--- src/rtl/ram_arbiter_pkg.sv ---
// Shared types and defaults for the data-RAM arbiter.
// Read owner encoding, CPU FSM states and bus widths.
package ram_arbiter_pkg;

    localparam int ADDR_W_DEF = 15;
    localparam int DATA_W_DEF = 16;
    localparam int WAIT_W     = 4;

    typedef enum logic [1:0] {
        OWN_NONE = 2'd0,
        OWN_CPU  = 2'd1,
        OWN_VID  = 2'd2
    } owner_e;

    typedef enum logic {
        ST_IDLE,
        ST_RD_WAIT
    } cpu_state_e;

endpackage

--- src/rtl/ram_arbiter_if.sv ---
// Bundle of CPU, video and RAM-side signals around the arbiter.
// slave = arbiter view, master = requesters and RAM view.
interface ram_arbiter_if
    import ram_arbiter_pkg::*;
#(
    parameter int ADDR_W = ADDR_W_DEF,
    parameter int DATA_W = DATA_W_DEF
);
    logic              cpu_req;
    logic              cpu_we;
    logic [ADDR_W-1:0] cpu_addr;
    logic [DATA_W-1:0] cpu_wdata;
    logic              cpu_ack;
    logic [DATA_W-1:0] cpu_rdata;
    logic              cpu_stall;

    logic              vid_req;
    logic [ADDR_W-1:0] vid_addr;
    logic              vid_gnt;
    logic              vid_rvalid;
    logic [DATA_W-1:0] vid_rdata;

    logic [ADDR_W-1:0] ram_addr;
    logic              ram_we;
    logic [DATA_W-1:0] ram_wdata;
    logic [DATA_W-1:0] ram_rdata;

    modport slave (
        input  cpu_req, cpu_we, cpu_addr, cpu_wdata,
        output cpu_ack, cpu_rdata, cpu_stall,
        input  vid_req, vid_addr,
        output vid_gnt, vid_rvalid, vid_rdata,
        output ram_addr, ram_we, ram_wdata,
        input  ram_rdata
    );

    modport master (
        output cpu_req, cpu_we, cpu_addr, cpu_wdata,
        input  cpu_ack, cpu_rdata, cpu_stall,
        output vid_req, vid_addr,
        input  vid_gnt, vid_rvalid, vid_rdata,
        input  ram_addr, ram_we, ram_wdata,
        output ram_rdata
    );

endinterface

--- src/rtl/arb_wait_counter.sv ---
// Saturating starvation counter for one requester.
// sat_o flags that the requester must now be served.
module arb_wait_counter
    import ram_arbiter_pkg::*;
#(
    parameter int MAX_WAIT = 4
) (
    input  logic clk,
    input  logic reset_n,
    input  logic inc_i,
    input  logic clr_i,
    output logic sat_o
);

    localparam logic [WAIT_W-1:0] MAX_C = WAIT_W'(MAX_WAIT);

    logic [WAIT_W-1:0] cnt_q;
    logic [WAIT_W-1:0] cnt_d;

    assign sat_o = (cnt_q >= MAX_C);

    // Clear wins over increment; hold once saturated
    always_comb begin
        cnt_d = cnt_q;
        if (clr_i) begin
            cnt_d = '0;
        end else if (inc_i && !sat_o) begin
            cnt_d = cnt_q + WAIT_W'(1);
        end
    end

    // Counter register
    always_ff @(posedge clk or negedge reset_n) begin
        if (!reset_n) begin
            cnt_q <= '0;
        end else begin
            cnt_q <= cnt_d;
        end
    end

endmodule

--- src/rtl/ram_arbiter.sv ---
// Arbitrates the single-port data RAM between CPU and video scanout.
// Optional RAM_ARBITER_STATS_EN adds stall/override statistics ports.
module ram_arbiter
    import ram_arbiter_pkg::*;
#(
    parameter int ADDR_W   = ADDR_W_DEF,
    parameter int DATA_W   = DATA_W_DEF,
    parameter int MAX_WAIT = 4
) (
    input  logic clk,
    input  logic reset_n,
    ram_arbiter_if.slave bus
`ifdef RAM_ARBITER_STATS_EN
    ,
    output logic [31:0] stat_cpu_stall_cnt,
    output logic [15:0] stat_vid_override_cnt
`endif
);

    cpu_state_e state_q, state_d;
    owner_e     rd_owner_q, rd_owner_d;

    logic              cpu_elig;
    logic              cpu_win;
    logic              vid_win;
    logic              vid_sat;
    logic              cpu_ack;
    logic [ADDR_W-1:0] ram_addr;
    logic              ram_we;
    logic [DATA_W-1:0] ram_wdata;

    arb_wait_counter #(
        .MAX_WAIT (MAX_WAIT)
    ) u_vid_wait (
        .clk     (clk),
        .reset_n (reset_n),
        .inc_i   (bus.vid_req && !vid_win),
        .clr_i   (vid_win || !bus.vid_req),
        .sat_o   (vid_sat)
    );

    // Grant, RAM mux and next-state; outputs forced idle while in reset
    always_comb begin
        state_d    = state_q;
        rd_owner_d = OWN_NONE;
        ram_addr   = '0;
        ram_we     = 1'b0;
        ram_wdata  = '0;

        cpu_elig = (state_q == ST_IDLE);
        vid_win  = reset_n && bus.vid_req &&
                   (!cpu_elig || !bus.cpu_req || vid_sat);
        cpu_win  = reset_n && cpu_elig && bus.cpu_req && !vid_win;

        unique case (1'b1)
            cpu_win: begin
                ram_addr  = bus.cpu_addr;
                ram_we    = bus.cpu_we;
                ram_wdata = bus.cpu_we ? bus.cpu_wdata : '0;
                if (!bus.cpu_we) begin
                    state_d    = ST_RD_WAIT;
                    rd_owner_d = OWN_CPU;
                end
            end
            vid_win: begin
                ram_addr   = bus.vid_addr;
                rd_owner_d = OWN_VID;
            end
            default: ;
        endcase

        if (state_q == ST_RD_WAIT) begin
            state_d = ST_IDLE;
        end

        cpu_ack = (cpu_win && bus.cpu_we) || (state_q == ST_RD_WAIT);
    end

    // CPU state and read-owner registers
    always_ff @(posedge clk or negedge reset_n) begin
        if (!reset_n) begin
            state_q    <= ST_IDLE;
            rd_owner_q <= OWN_NONE;
        end else begin
            state_q    <= state_d;
            rd_owner_q <= rd_owner_d;
        end
    end

    // Drive the bus from the arbitration result and read-return owner
    always_comb begin
        bus.ram_addr   = ram_addr;
        bus.ram_we     = ram_we;
        bus.ram_wdata  = ram_wdata;
        bus.cpu_ack    = cpu_ack;
        bus.cpu_stall  = bus.cpu_req && !cpu_ack;
        bus.cpu_rdata  = (state_q == ST_RD_WAIT) ? bus.ram_rdata : '0;
        bus.vid_gnt    = vid_win;
        bus.vid_rvalid = (rd_owner_q == OWN_VID);
        bus.vid_rdata  = (rd_owner_q == OWN_VID) ? bus.ram_rdata : '0;
    end

`ifdef RAM_ARBITER_STATS_EN
    logic [31:0] stall_cnt_q;
    logic [15:0] ovr_cnt_q;

    // Wrapping counters of CPU stall cycles and starvation overrides
    always_ff @(posedge clk or negedge reset_n) begin
        if (!reset_n) begin
            stall_cnt_q <= '0;
            ovr_cnt_q   <= '0;
        end else begin
            if (bus.cpu_req && !cpu_ack) begin
                stall_cnt_q <= stall_cnt_q + 32'd1;
            end
            if (vid_win && vid_sat && cpu_elig && bus.cpu_req) begin
                ovr_cnt_q <= ovr_cnt_q + 16'd1;
            end
        end
    end

    assign stat_cpu_stall_cnt    = stall_cnt_q;
    assign stat_vid_override_cnt = ovr_cnt_q;
`endif

endmodule

--- src/flat_wrapper.sv ---
// flat-port wrapper written by rule: the top's interface ports become plain ports
module ram_arbiter_flat import ram_arbiter_pkg::*;
#(
    parameter int ADDR_W   = ADDR_W_DEF,
    parameter int DATA_W   = DATA_W_DEF,
    parameter int MAX_WAIT = 4
)
  (clk, reset_n, bus_cpu_req, bus_cpu_we, bus_cpu_addr, bus_cpu_wdata, bus_cpu_ack, bus_cpu_rdata, bus_cpu_stall, bus_vid_req, bus_vid_addr, bus_vid_gnt, bus_vid_rvalid, bus_vid_rdata, bus_ram_addr, bus_ram_we, bus_ram_wdata, bus_ram_rdata);
  ram_arbiter_if #(.ADDR_W(ADDR_W), .DATA_W(DATA_W)) bus_i ();
  input  logic clk;
  input  logic reset_n;
  input wire logic [$bits(bus_i.cpu_req)-1:0] bus_cpu_req;
  input wire logic [$bits(bus_i.cpu_we)-1:0] bus_cpu_we;
  input wire logic [$bits(bus_i.cpu_addr)-1:0] bus_cpu_addr;
  input wire logic [$bits(bus_i.cpu_wdata)-1:0] bus_cpu_wdata;
  output wire logic [$bits(bus_i.cpu_ack)-1:0] bus_cpu_ack;
  output wire logic [$bits(bus_i.cpu_rdata)-1:0] bus_cpu_rdata;
  output wire logic [$bits(bus_i.cpu_stall)-1:0] bus_cpu_stall;
  input wire logic [$bits(bus_i.vid_req)-1:0] bus_vid_req;
  input wire logic [$bits(bus_i.vid_addr)-1:0] bus_vid_addr;
  output wire logic [$bits(bus_i.vid_gnt)-1:0] bus_vid_gnt;
  output wire logic [$bits(bus_i.vid_rvalid)-1:0] bus_vid_rvalid;
  output wire logic [$bits(bus_i.vid_rdata)-1:0] bus_vid_rdata;
  output wire logic [$bits(bus_i.ram_addr)-1:0] bus_ram_addr;
  output wire logic [$bits(bus_i.ram_we)-1:0] bus_ram_we;
  output wire logic [$bits(bus_i.ram_wdata)-1:0] bus_ram_wdata;
  input wire logic [$bits(bus_i.ram_rdata)-1:0] bus_ram_rdata;
  assign bus_i.cpu_req = bus_cpu_req;
  assign bus_i.cpu_we = bus_cpu_we;
  assign bus_i.cpu_addr = bus_cpu_addr;
  assign bus_i.cpu_wdata = bus_cpu_wdata;
  assign bus_cpu_ack = bus_i.cpu_ack;
  assign bus_cpu_rdata = bus_i.cpu_rdata;
  assign bus_cpu_stall = bus_i.cpu_stall;
  assign bus_i.vid_req = bus_vid_req;
  assign bus_i.vid_addr = bus_vid_addr;
  assign bus_vid_gnt = bus_i.vid_gnt;
  assign bus_vid_rvalid = bus_i.vid_rvalid;
  assign bus_vid_rdata = bus_i.vid_rdata;
  assign bus_ram_addr = bus_i.ram_addr;
  assign bus_ram_we = bus_i.ram_we;
  assign bus_ram_wdata = bus_i.ram_wdata;
  assign bus_i.ram_rdata = bus_ram_rdata;
  ram_arbiter #(.ADDR_W(ADDR_W), .DATA_W(DATA_W), .MAX_WAIT(MAX_WAIT)) u_core (.clk(clk), .reset_n(reset_n), .bus(bus_i));
endmodule
--- config.mk ---
export PLATFORM = sky130hd
export DESIGN_NAME = ram_arbiter_flat
export DESIGN_NICKNAME = d
export VERILOG_FILES = /design/src/rtl/ram_arbiter_pkg.sv /design/src/rtl/ram_arbiter_if.sv /design/src/rtl/arb_wait_counter.sv /design/src/rtl/ram_arbiter.sv /design/src/flat_wrapper.sv
export SDC_FILE = /design/constraint.sdc
export NUM_CORES = 1
export LEC_CHECK = 0
export CORE_ASPECT_RATIO = 2
export CORE_MARGIN = 2
export CORE_UTILIZATION = 21
export CTS_BUF_LIST = sky130_fd_sc_hd__clkbuf_4
export DETAILED_ROUTE_END_ITERATION = 10
export GPL_TIMING_DRIVEN = 0
export MAX_ROUTING_LAYER = met4
export PLACE_DENSITY_LB_ADDON = 0.2
export REMOVE_ABC_BUFFERS = 1
export SLEW_MARGIN = 10
export SYNTH_ARGS = -nofsm -noshare
export SYNTH_HDL_FRONTEND = slang
export SYNTH_SLANG_ARGS = --single-unit
--- constraint.sdc ---
create_clock -name clk -period 1.6 [get_ports clk]
set_clock_uncertainty 0.2 [all_clocks]
set_input_delay 0.32 -clock clk [delete_from_list [all_inputs] [get_ports clk]]
set_output_delay 0.32 -clock clk [all_outputs]
set_load 0.02 [all_outputs]
==> out/results.ini, run 1 <==
[routing]
ant_nets = 0
vias = 1472
dr.pass1.iters = 3
route.detailed.drc = 0
drt-total-wl_um = 4910
drtIter0Drc = 16
wl_per_cell_um = 15.5
vias_per_cell = 4.66

[die]
die-area_sq_um = 4580
rows = 32
fp.dieW_um = 48.9
die_h_um = 93.8
start_util_pct = 22.0
top_level_ports = 135
core_area_sq_um = 3840

[clock_tree]
cts.clk_slew.worst_paths_ns = 0.05
ctsHtreeMaxLevel = 1
tritoncts.num_buffers = 3
clockBufferDepth = 2
insertion_delay_ns = 0.25
cts_tree = built
root_buffer = clkbuf_4
clock-sinks = 7

[final_layout]
n_fill_cell = 302
final_cell_area_sq_um = 2800
fin_nets = 334
final_cells = 316
syn_to_final_growth_pct = 231
diodes = 0
drive_gt1_share_pct = 58.5

[global_routing]
grt_pass1_vias = 1540
antenna_found_initial = 0
grt_max_degree = 22
overflow = 0
grt_pass1_wl_um = 7220
track_usage_pct = 21.4

[power]
p_leak_nw = 1.34
peakVddDrop_mv = 0.295
p_total_mw = 1.06
power_density_nw_per_um2 = 378

[sta]
whs_ns = 0.114
min_period_ns = 2.09
drv_slew = 0
hold_viol = 0
max_slew.worst_pin.slew_ns = 0.642
max_slew_margin_pct = 57.2
max_freq_ghz = 0.480
finalCritPeriodShare_pct = 130
rsz0062_at_grt = yes
worst_slack_ns = -0.485
setup_viol = 67

[worst_hold_path]
whs_path_depth = 2
hold_end = u_core.u_vid_wait.cnt_q[3]
min_from = reset_n
worst_hold_path_type = primary input to register

[synth]
ys_ff_latch = 7
synth_compound_area_share_pct = 21.0
synthSimpleGateAreaFrac_pct = 46.2
ys_warn_count = 0
synth_xor_area_share_pct = 1.04
muxShareOfSynthArea_pct = 1.18
synth_cells = 102
synth_seq_area_share_pct = 20.7
syn_area_per_cell_sq_um = 8.29
syn_area_sq_um = 846
synth_cell_types = 22
synth_top_family_by_area = simple AND/OR/NAND/NOR gates
synth-adder-area-share_pct = 1.48

[place]
finalWeightedCongestion = 0.674
placed_cell_area_sq_um = 2180
place_ws_ns = -1.81
post-dp-hpwl_um = 2930
io_buffers = 134
dp.cells = 278

[critical_path]
cp-start-kind = register
cp.required_ns = 1.08
ff2ff_setup_slack_ns = 0.09
r2r-end = u_core.u_vid_wait.cnt_q[2]
cp.arrival_ns = 1.57
cp_max_fo = 8
rr_startpoint = u_core.state_q
worst_setup_path_end_kind = primary output
rr_worst_depth = 6
critPathKind = register to primary output

[run_status]
outcome = complete, but fails checks
violations = negative setup slack

[run]
drv_cap = 0

critical path, stage by stage (launching register included):
cell and delay (ns):
dfrtp_2 0.44, o21ai_4 0.28, and3_4 0.28, and3_4 0.19
buf_6 0.11
flip-flops by register name, summed over array words and instances, names as in the netlist:
name	count
u_core.u_vid_wait.cnt_q	4
u_core.rd_owner_q	2
u_core.state_q	1
area by class of cell:
| type | count | area (sq um) | area share, % |
|---|---|---|---|
| Sequential cell | 7 | 179 | 6.39 |
| Clock buffer | 4 | 30.0 | 1.07 |
| Timing Repair Buffer | 160 | 1690 | 60.4 |
| Tap cell | 51 | 63.8 | 2.28 |
| Inverter | 1 | 3.75 | 0.134 |
| Multi-Input combinational cell | 93 | 833 | 29.8 |
kinds of logic (layout without fill, tap and decap cells):
kind of cell	Yosys count	in the layout
AO/OA/AOI/OAI	21	21
XOR/XNOR	1	1
AND/OR/NAND/NOR	61	69
buffers and inverters	10	165
multiplexers	1	1
flip-flops	7	7
adder cells (fa/ha/maj)	1	1
repair_timing:
action	4_1_cts	5_1_grt
gates cloned	9	0
endpoints found under the hold margin	7	0
hold buffers	1	0
endpoints found under the setup margin	73	71
pin swaps	17	25
resized for setup	451	37
setup buffers	26	5
cells in the mapped netlist:
library cell  number  area (sq um)
buf_4              1          7.51
inv_1              1          3.75
buf_6              4          45.0
xnor2_1            1          8.76
a22o_1            15           131
and3_1            17           106
nor3b_1            3          22.5
clkbuf_1           4          15.0
ha_1               1          12.5
o21ai_0            1          5.00
a21o_1             1          7.51
a21boi_1           1          7.51
nand2_1            2          7.51
dfrtp_1            7           175
nor2_1             1          3.75
mux2i_1            1          10.0
nor2b_4            1          13.8
a21oi_4            1          16.3
and2_1            33           206
nor2b_1            3          18.8
nor2_4             1          11.3
a21oi_1            2          10.0
where the power goes:
part           internal [mW]  total [mW]  leakage [nW]  switching, mW
sequential             0.189       0.199        0.0894        0.00957
clock                  0.112       0.178        0.0184         0.0658
combinational          0.416       0.682          1.23          0.266
total                  0.718        1.06          1.34          0.341
placed cells by master, fill, tap and decap left out:
cell and count:
a21boi_2 1, a21o_1 1, a21oi_1 2, a21oi_4 1, a22o_1 15, and2_1 4
and2_4 29, and3_1 9, and3_2 1, and3_4 14, buf_12 1, buf_16 1
buf_2 6, buf_4 7, buf_6 76, buf_8 3, clkbuf_4 4, clkdlybuf4s15_2 1
clkdlybuf4s50_1 62, dfrtp_1 4, dfrtp_2 3, dlygate4sd2_1 2, dlygate4sd3_1 1, ha_1 1
inv_1 1, mux2i_1 1, nand2_1 2, nor2_1 1, nor2_4 1, nor2b_1 2
nor2b_4 3, nor3b_1 1, nor3b_2 2, o21ai_4 1, xnor2_1 1
per-layer routing:
layer  vias up  global-route usage (%)  routed length [um]
met1       649                    19.8                1620
met2       116                    41.4                2790
met4         0                    7.62                  63
met3         5                    5.25                 441
li1        702                       -                   -
met5         -                       -                   0
worst max-delay path by stage:
stage                                          start                end  cells after the start  slack [ns]
after floorplan                       u_core.state_q   bus_ram_wdata[0]                      3       -0.58
after global placement                       reset_n  bus_ram_wdata[12]                      4       -1.82
after detailed placement                     reset_n  bus_ram_wdata[12]                      4       -1.81
after CTS                 u_core.u_vid_wait.cnt_q[2]   bus_ram_addr[10]                      5       -0.49
after global routing      u_core.u_vid_wait.cnt_q[3]    bus_ram_addr[6]                      5       -0.58
final                     u_core.u_vid_wait.cnt_q[3]  bus_ram_wdata[10]                      4       -0.49
stage by stage:
| stage | utilization (%) | setup TNS, ns |
|---|---|---|
| after CTS | 69.9 | -24.60 |
| after detailed placement | 56.8 | -84.09 |
| after global placement | 56.8 | -84.08 |
| after global routing | 72.9 | -27.97 |
| after floorplan | - | -23.13 |
| final | 72.9 | -23.44 |
Power figures use the tool's default switching activity.
==> run 2: changes to the inputs <==
--- a/config.mk
+++ b/config.mk
@@ -7,8 +7,7 @@
 export LEC_CHECK = 0
 export CORE_ASPECT_RATIO = 2
 export CORE_MARGIN = 2
-export CORE_UTILIZATION = 21
-export CTS_BUF_LIST = sky130_fd_sc_hd__clkbuf_4
+export CORE_UTILIZATION = 20
 export DETAILED_ROUTE_END_ITERATION = 10
 export GPL_TIMING_DRIVEN = 0
 export MAX_ROUTING_LAYER = met4
==> out/results.ini, run 2 (synthesis gave the netlist of run 1 again) <==
[power]
peakVddDrop_mv = 0.353  ; +20%
power_density_nw_per_um2 = 408  ; +7.9%
p_total_mw = 1.13  ; +6.6%
p_leak_nw = 1.32  ; -1.3%

[critical_path]
cp-start-kind = register
ff2ff_setup_slack_ns = 0.06  ; -0.03 ns
cp_max_fo = 5  ; -3
critPathKind = register to primary output
rr_worst_depth = 5  ; -1
r2r-end = u_core.u_vid_wait.cnt_q[1]
cp.arrival_ns = 1.56  ; about the same
startpoint = u_core.state_q
worst_setup_path_end_kind = primary output
rr_startpoint = u_core.state_q
crit_path_end = bus_ram_addr[4]
cp.required_ns = 1.08  ; about the same

[run]
drv_cap = 0  ; unchanged

[sta]
whs_ns = 0.183  ; +0.0692 ns
max_slew.worst_pin.slew_ns = 0.591  ; -0.0508 ns
drv_slew = 0  ; unchanged
worst_slack_ns = -0.485  ; +0.000480 ns
min_period_ns = 2.08  ; -0.000480 ns
hold_viol = 0  ; unchanged
max_slew_margin_pct = 60.6  ; +3.4 points
max_freq_ghz = 0.480  ; about the same
rsz0062_at_grt = yes
finalCritPeriodShare_pct = 130  ; about the same
setup_viol = 67  ; unchanged
setup_tns_ns = -20.43  ; +3.01 ns

[clock_tree]
root_buffer = clkbuf_8
clockBufferDepth = 2  ; unchanged
ctsHtreeMaxLevel = 1  ; unchanged
cts_tree = built
insertion_delay_ns = 0.23  ; -0.02 ns
clock-sinks = 7  ; unchanged
tritoncts.num_buffers = 3  ; unchanged
cts.clk_slew.worst_paths_ns = 0.04  ; about the same

[routing]
drtIter0Drc = 34  ; +18
route.detailed.drc = 0  ; unchanged
ant_nets = 0  ; unchanged
wl_per_cell_um = 16.1  ; +3.5%
dr.pass1.iters = 4  ; +1
vias_per_cell = 4.76  ; +2.3%
drt-total-wl_um = 5030  ; +2.5%
vias = 1491  ; +1.3%

[place]
finalWeightedCongestion = 0.674  ; about the same
io_buffers = 134  ; unchanged
post-dp-hpwl_um = 2980  ; +1.9%
place_ws_ns = -1.80  ; +0.00285 ns

[final_layout]
reg_top3 = u_core.u_vid_wait.cnt_q: 4 flops, u_core.rd_owner_q: 2 flops, u_core.state_q: 1 flops
diodes = 0  ; unchanged
utilization_pct = 67.6  ; -5.2 points
top_register = u_core.u_vid_wait.cnt_q
fin_nets = 330  ; -1.2%
syn_to_final_growth_pct = 227
largest_register_ffs = 4  ; unchanged
final_common_cell = buf_6
drive_gt1_share_pct = 55.6  ; -2.9 points
n_fill_cell = 303  ; +0.33%
layout.cells.most_common_list = buf_6, clkdlybuf4s50_1, and2_4

[die]
top_level_ports = 135  ; unchanged
die-area_sq_um = 4800  ; +4.7%
rows = 33  ; +3.1%
core_area_sq_um = 4090  ; +6.3%
die_h_um = 96.0  ; +2.4%
fp.dieW_um = 50.0  ; +2.3%
start_util_pct = 20.7  ; -1.3 points

[worst_hold_path]
worst_hold_path_type = primary input to register
whs_path_depth = 2  ; unchanged

[global_routing]
grt_pass1_wl_um = 6990  ; -3.2%
grt_max_degree = 22  ; unchanged
overflow = 0  ; unchanged
track_usage_pct = 19.8  ; -1.6 points
grt_pass1_vias = 1515  ; -1.6%
antenna_found_initial = 0  ; unchanged

[run_status]
outcome = complete, but fails checks
violations = negative setup slack

run 2: cell count changes in the layout (fill, tap and decap cells not counted), moves of 2 or more:
cell | previous run | this run
and3_4 | 14 | 10
buf_2 | 6 | 2
clkbuf_4 | 4 | 0
and3_1 | 9 | 12
clkbuf_8 | 0 | 3
buf_4 | 7 | 9
buf_8 | 3 | 1
clkbuf_16 | 0 | 2
nor3b_1 | 1 | 3
nor3b_2 | 2 | 0
run 2: stage by stage:
step                instances  area (sq um)
finish                    313          2770
global route              313          2770
CTS                       306          2570
detailed placement        279          2180
global placement          279          2180
floorplan                  93           778
run 2: how the worst min path moves through the flow:
stage	start	endpoint	slack, ns
final	reset_n	u_core.u_vid_wait.cnt_q[3]	0.18
after CTS	reset_n	u_core.u_vid_wait.cnt_q[3]	0.18
after global placement	u_core.u_vid_wait.cnt_q[3]	u_core.u_vid_wait.cnt_q[3]	0.36
after detailed placement	u_core.u_vid_wait.cnt_q[3]	u_core.u_vid_wait.cnt_q[3]	0.37
after floorplan	reset_n	u_core.rd_owner_q[0]	-0.18
after global routing	bus_vid_req	u_core.u_vid_wait.cnt_q[3]	0.20
run 2: worst max-delay path, cell delays in order, from the launching register on:
cell and delay (ns):
dfrtp_2 0.43, nor2b_4 0.22, a21oi_4 0.13, clkbuf_16 0.18, a22o_1 0.24, buf_6 0.13
run 2: timing repair:
action	in CTS	in global routing
cloned	7	3
endpoints found under the setup margin	73	67
hold endpoints to repair	7	0
pin swaps	11	22
resized for setup	436	41
buffers inserted	15	7
hold buffers	1	0
run 2: layout make-up:
| class | count | area, sq um | area share, % |
|---|---|---|---|
| Multi-Input combinational cell | 92 | 792 | 28.6 |
| Tap cell | 52 | 65.1 | 2.35 |
| Sequential cell | 7 | 179 | 6.47 |
| Inverter | 1 | 3.75 | 0.136 |
| Timing Repair Buffer | 157 | 1680 | 60.8 |
| Clock buffer | 4 | 45.0 | 1.63 |
run 2: routing by layer:
metal,part of all wire [%],track usage (%),vias up
met2,54,36.4,121
met3,11,4.66,6
li1,-,-,691
met4,1.2,6.25,0
met5,0,-,-
met1,34,20.3,673
run 2: where the power goes:
| group | internal (mW) | switching (mW) |
|---|---|---|
| clock network | 0.173 | 0.0814 |
| logic | 0.409 | 0.265 |
| registers | 0.190 | 0.00958 |
==> run 3: changes to the inputs <==
--- a/config.mk
+++ b/config.mk
@@ -11,7 +11,7 @@
 export DETAILED_ROUTE_END_ITERATION = 10
 export GPL_TIMING_DRIVEN = 0
 export MAX_ROUTING_LAYER = met4
-export PLACE_DENSITY_LB_ADDON = 0.2
+export PLACE_DENSITY = 0.83
 export REMOVE_ABC_BUFFERS = 1
 export SLEW_MARGIN = 10
 export SYNTH_ARGS = -nofsm -noshare
==> constraint.sdc (replaced) <==
create_clock -name clk -period 1.81 [get_ports clk]
set_clock_uncertainty 0.2 [all_clocks]
set_input_delay 0.362 -clock clk [delete_from_list [all_inputs] [get_ports clk]]
set_output_delay 0.362 -clock clk [all_outputs]
set_load 0.02 [all_outputs]
==> out/results.ini, run 3 (synthesis gave the netlist of run 1 again) <==
[sta]
worst_slack_ns = -0.368  ; +0.117 ns
max_slew_margin_pct = 59.7  ; -0.88 points
max_freq_ghz = 0.459
drv_slew = 0  ; unchanged
finalCritPeriodShare_pct = 120
max_slew.worst_pin.slew_ns = 0.604  ; +0.0131 ns
min_period_ns = 2.18
setup_viol = 50  ; -25%
hold_viol = 0  ; unchanged
rsz0062_at_grt = yes
whs_ns = 0.190  ; +0.00677 ns

[routing]
drt-total-wl_um = 5030  ; about the same
drtIter0Drc = 30  ; -12%
dr.pass1.iters = 3  ; -1
wl_per_cell_um = 15.7  ; -2.2%
ant_nets = 0  ; unchanged
vias = 1473  ; -1.2%
vias_per_cell = 4.60  ; -3.4%
route.detailed.drc = 0  ; unchanged

[clock_tree]
insertion_delay_ns = 0.24  ; about the same
root_buffer = clkbuf_8
tritoncts.num_buffers = 3  ; unchanged
cts.clk_slew.worst_paths_ns = 0.04  ; about the same
ctsHtreeMaxLevel = 1  ; unchanged
cts_tree = built
clockBufferDepth = 2  ; unchanged
clock-sinks = 7  ; unchanged

[run_status]
outcome = complete, but fails checks
violations = negative setup slack

[global_routing]
track_usage_pct = 21.6  ; +1.8 points
antenna_found_initial = 0  ; unchanged
grt_pass1_vias = 1449  ; -4.4%
overflow = 0  ; unchanged
grt_max_degree = 22  ; unchanged
grt_pass1_wl_um = 7530  ; +7.7%

[die]
start_util_pct = 20.7  ; unchanged
rows = 33  ; unchanged
die-area_sq_um = 4800  ; unchanged
top_level_ports = 135  ; unchanged
die_h_um = 96.0  ; unchanged
fp.dieW_um = 50.0  ; unchanged
core_area_sq_um = 4090  ; unchanged

[place]
dp.cells = 279  ; unchanged
place_ws_ns = -1.74  ; +0.0650 ns
io_buffers = 134  ; unchanged
finalWeightedCongestion = 0.710  ; +5.3%
post-dp-hpwl_um = 2920  ; -2.2%

[critical_path]
rr_startpoint = u_core.u_vid_wait.cnt_q[3]
cp.arrival_ns = 1.62  ; +0.06 ns
critPathKind = register to primary output
cp_max_fo = 6  ; +1
cp.required_ns = 1.25  ; +0.17 ns
worst_setup_path_end_kind = primary output
rr_worst_depth = 5  ; unchanged
r2r-end = u_core.state_q
cp-start-kind = register
ff2ff_setup_slack_ns = 0.22  ; +0.16 ns

[worst_hold_path]
whs_path_depth = 2  ; unchanged
hold_end = u_core.u_vid_wait.cnt_q[3]
min_from = reset_n
worst_hold_path_type = primary input to register

[power]
power_density_nw_per_um2 = 369  ; -9.7%
p_leak_nw = 1.32  ; -0.18%
peakVddDrop_mv = 0.233  ; -34%
p_total_uw = 996  ; -12%

[run]
drv_cap = 0  ; unchanged

[final_layout]
final_cells = 320  ; +2.2%
final_common_cell = clkdlybuf4s50_1
utilization_pct = 66.1  ; -1.5 points
largest_register_ffs = 4  ; unchanged
drive_gt1_share_pct = 48.1  ; -7.4 points
layout.cells.most_common_list = clkdlybuf4s50_1, buf_6, and2_1
reg_top3 = u_core.u_vid_wait.cnt_q: 4 flops, u_core.rd_owner_q: 2 flops, u_core.state_q: 1 flops
fin_nets = 337  ; +2.1%
top_register = u_core.u_vid_wait.cnt_q
diodes = 0  ; unchanged
syn_to_final_growth_pct = 220

==> run 3: cell types whose count changed in the layout (fill, tap and decap cells not counted), sizes merged <==
| cell | before | now |
|---|---|---|
| clkbuf | 7 | 5 |
| dlygate4sd2 | 2 | 1 |
| buf | 89 | 96 |
| and3 | 23 | 24 |
| clkdlybuf4s15 | 0 | 2 |
==> run 3: power by group <==
| part | switching [mW] | total, mW | internal (mW) |
|---|---|---|---|
| logic | 0.234 | 0.592 | 0.358 |
| registers | 0.00974 | 0.177 | 0.168 |
| clock network | 0.0736 | 0.226 | 0.153 |
| total | 0.318 | 0.996 | 0.679 |
==> run 3: how the worst max path moves through the flow <==
stage / from / to
2_1_floorplan: u_core.state_q / bus_ram_wdata[0]
3_3_place_gp: reset_n / bus_ram_wdata[15]
3_5_place_dp: reset_n / bus_ram_wdata[15]
4_1_cts: u_core.u_vid_wait.cnt_q[2] / bus_ram_wdata[15]
5_1_grt: u_core.u_vid_wait.cnt_q[3] / bus_ram_wdata[6]
6_report: u_core.u_vid_wait.cnt_q[3] / bus_ram_wdata[15]
==> run 3: per-layer routing <==
layer	GRT usage, %	routed length [um]	vias to the layer above	part of all wire, %
met5	-	0	-	0
met3	3.42	338	7	6.7
li1	-	-	705	-
met1	18.8	1530	670	31
met2	43.9	3060	91	61
met4	8.56	92	0	1.8
==> run 3: cell type report <==
class                   count  area (sq um)
repair buffers            163          1660
fillers                   310          1390
multi-input cells          93           754
flip-flops and latches      7           179
well taps                  52          65.1
clock buffers               4          45.0
inverters                   1          3.75
==> run 3: metrics by stage <==
step / setup TNS, ns / area, sq um
2_1_floorplan: -14.41 / 778
3_3_place_gp: -73.71 / 2180
3_5_place_dp: -75.59 / 2180
4_1_cts: -11.55 / 2560
5_1_grt: -15.61 / 2700
6_report: -13.23 / 2700
==> run 3: what timing repair did <==
| item | in CTS | in global routing |
|---|---|---|
| pin swaps | 14 | 14 |
| gates resized for setup | 371 | 47 |
| hold buffers | 1 | 0 |
| hold endpoints to repair | 7 | 0 |
| cloned | 10 | 0 |
| endpoints found under the setup margin | 73 | 50 |
| setup buffers | 23 | 4 |
==> run 3: critical path, cell delays in order, from the launching register on <==
cell and delay (ns):
dfrtp_2 0.44, o21ai_4 0.28, buf_6 0.14, and3_4 0.21
and3_1 0.18, buf_6 0.13
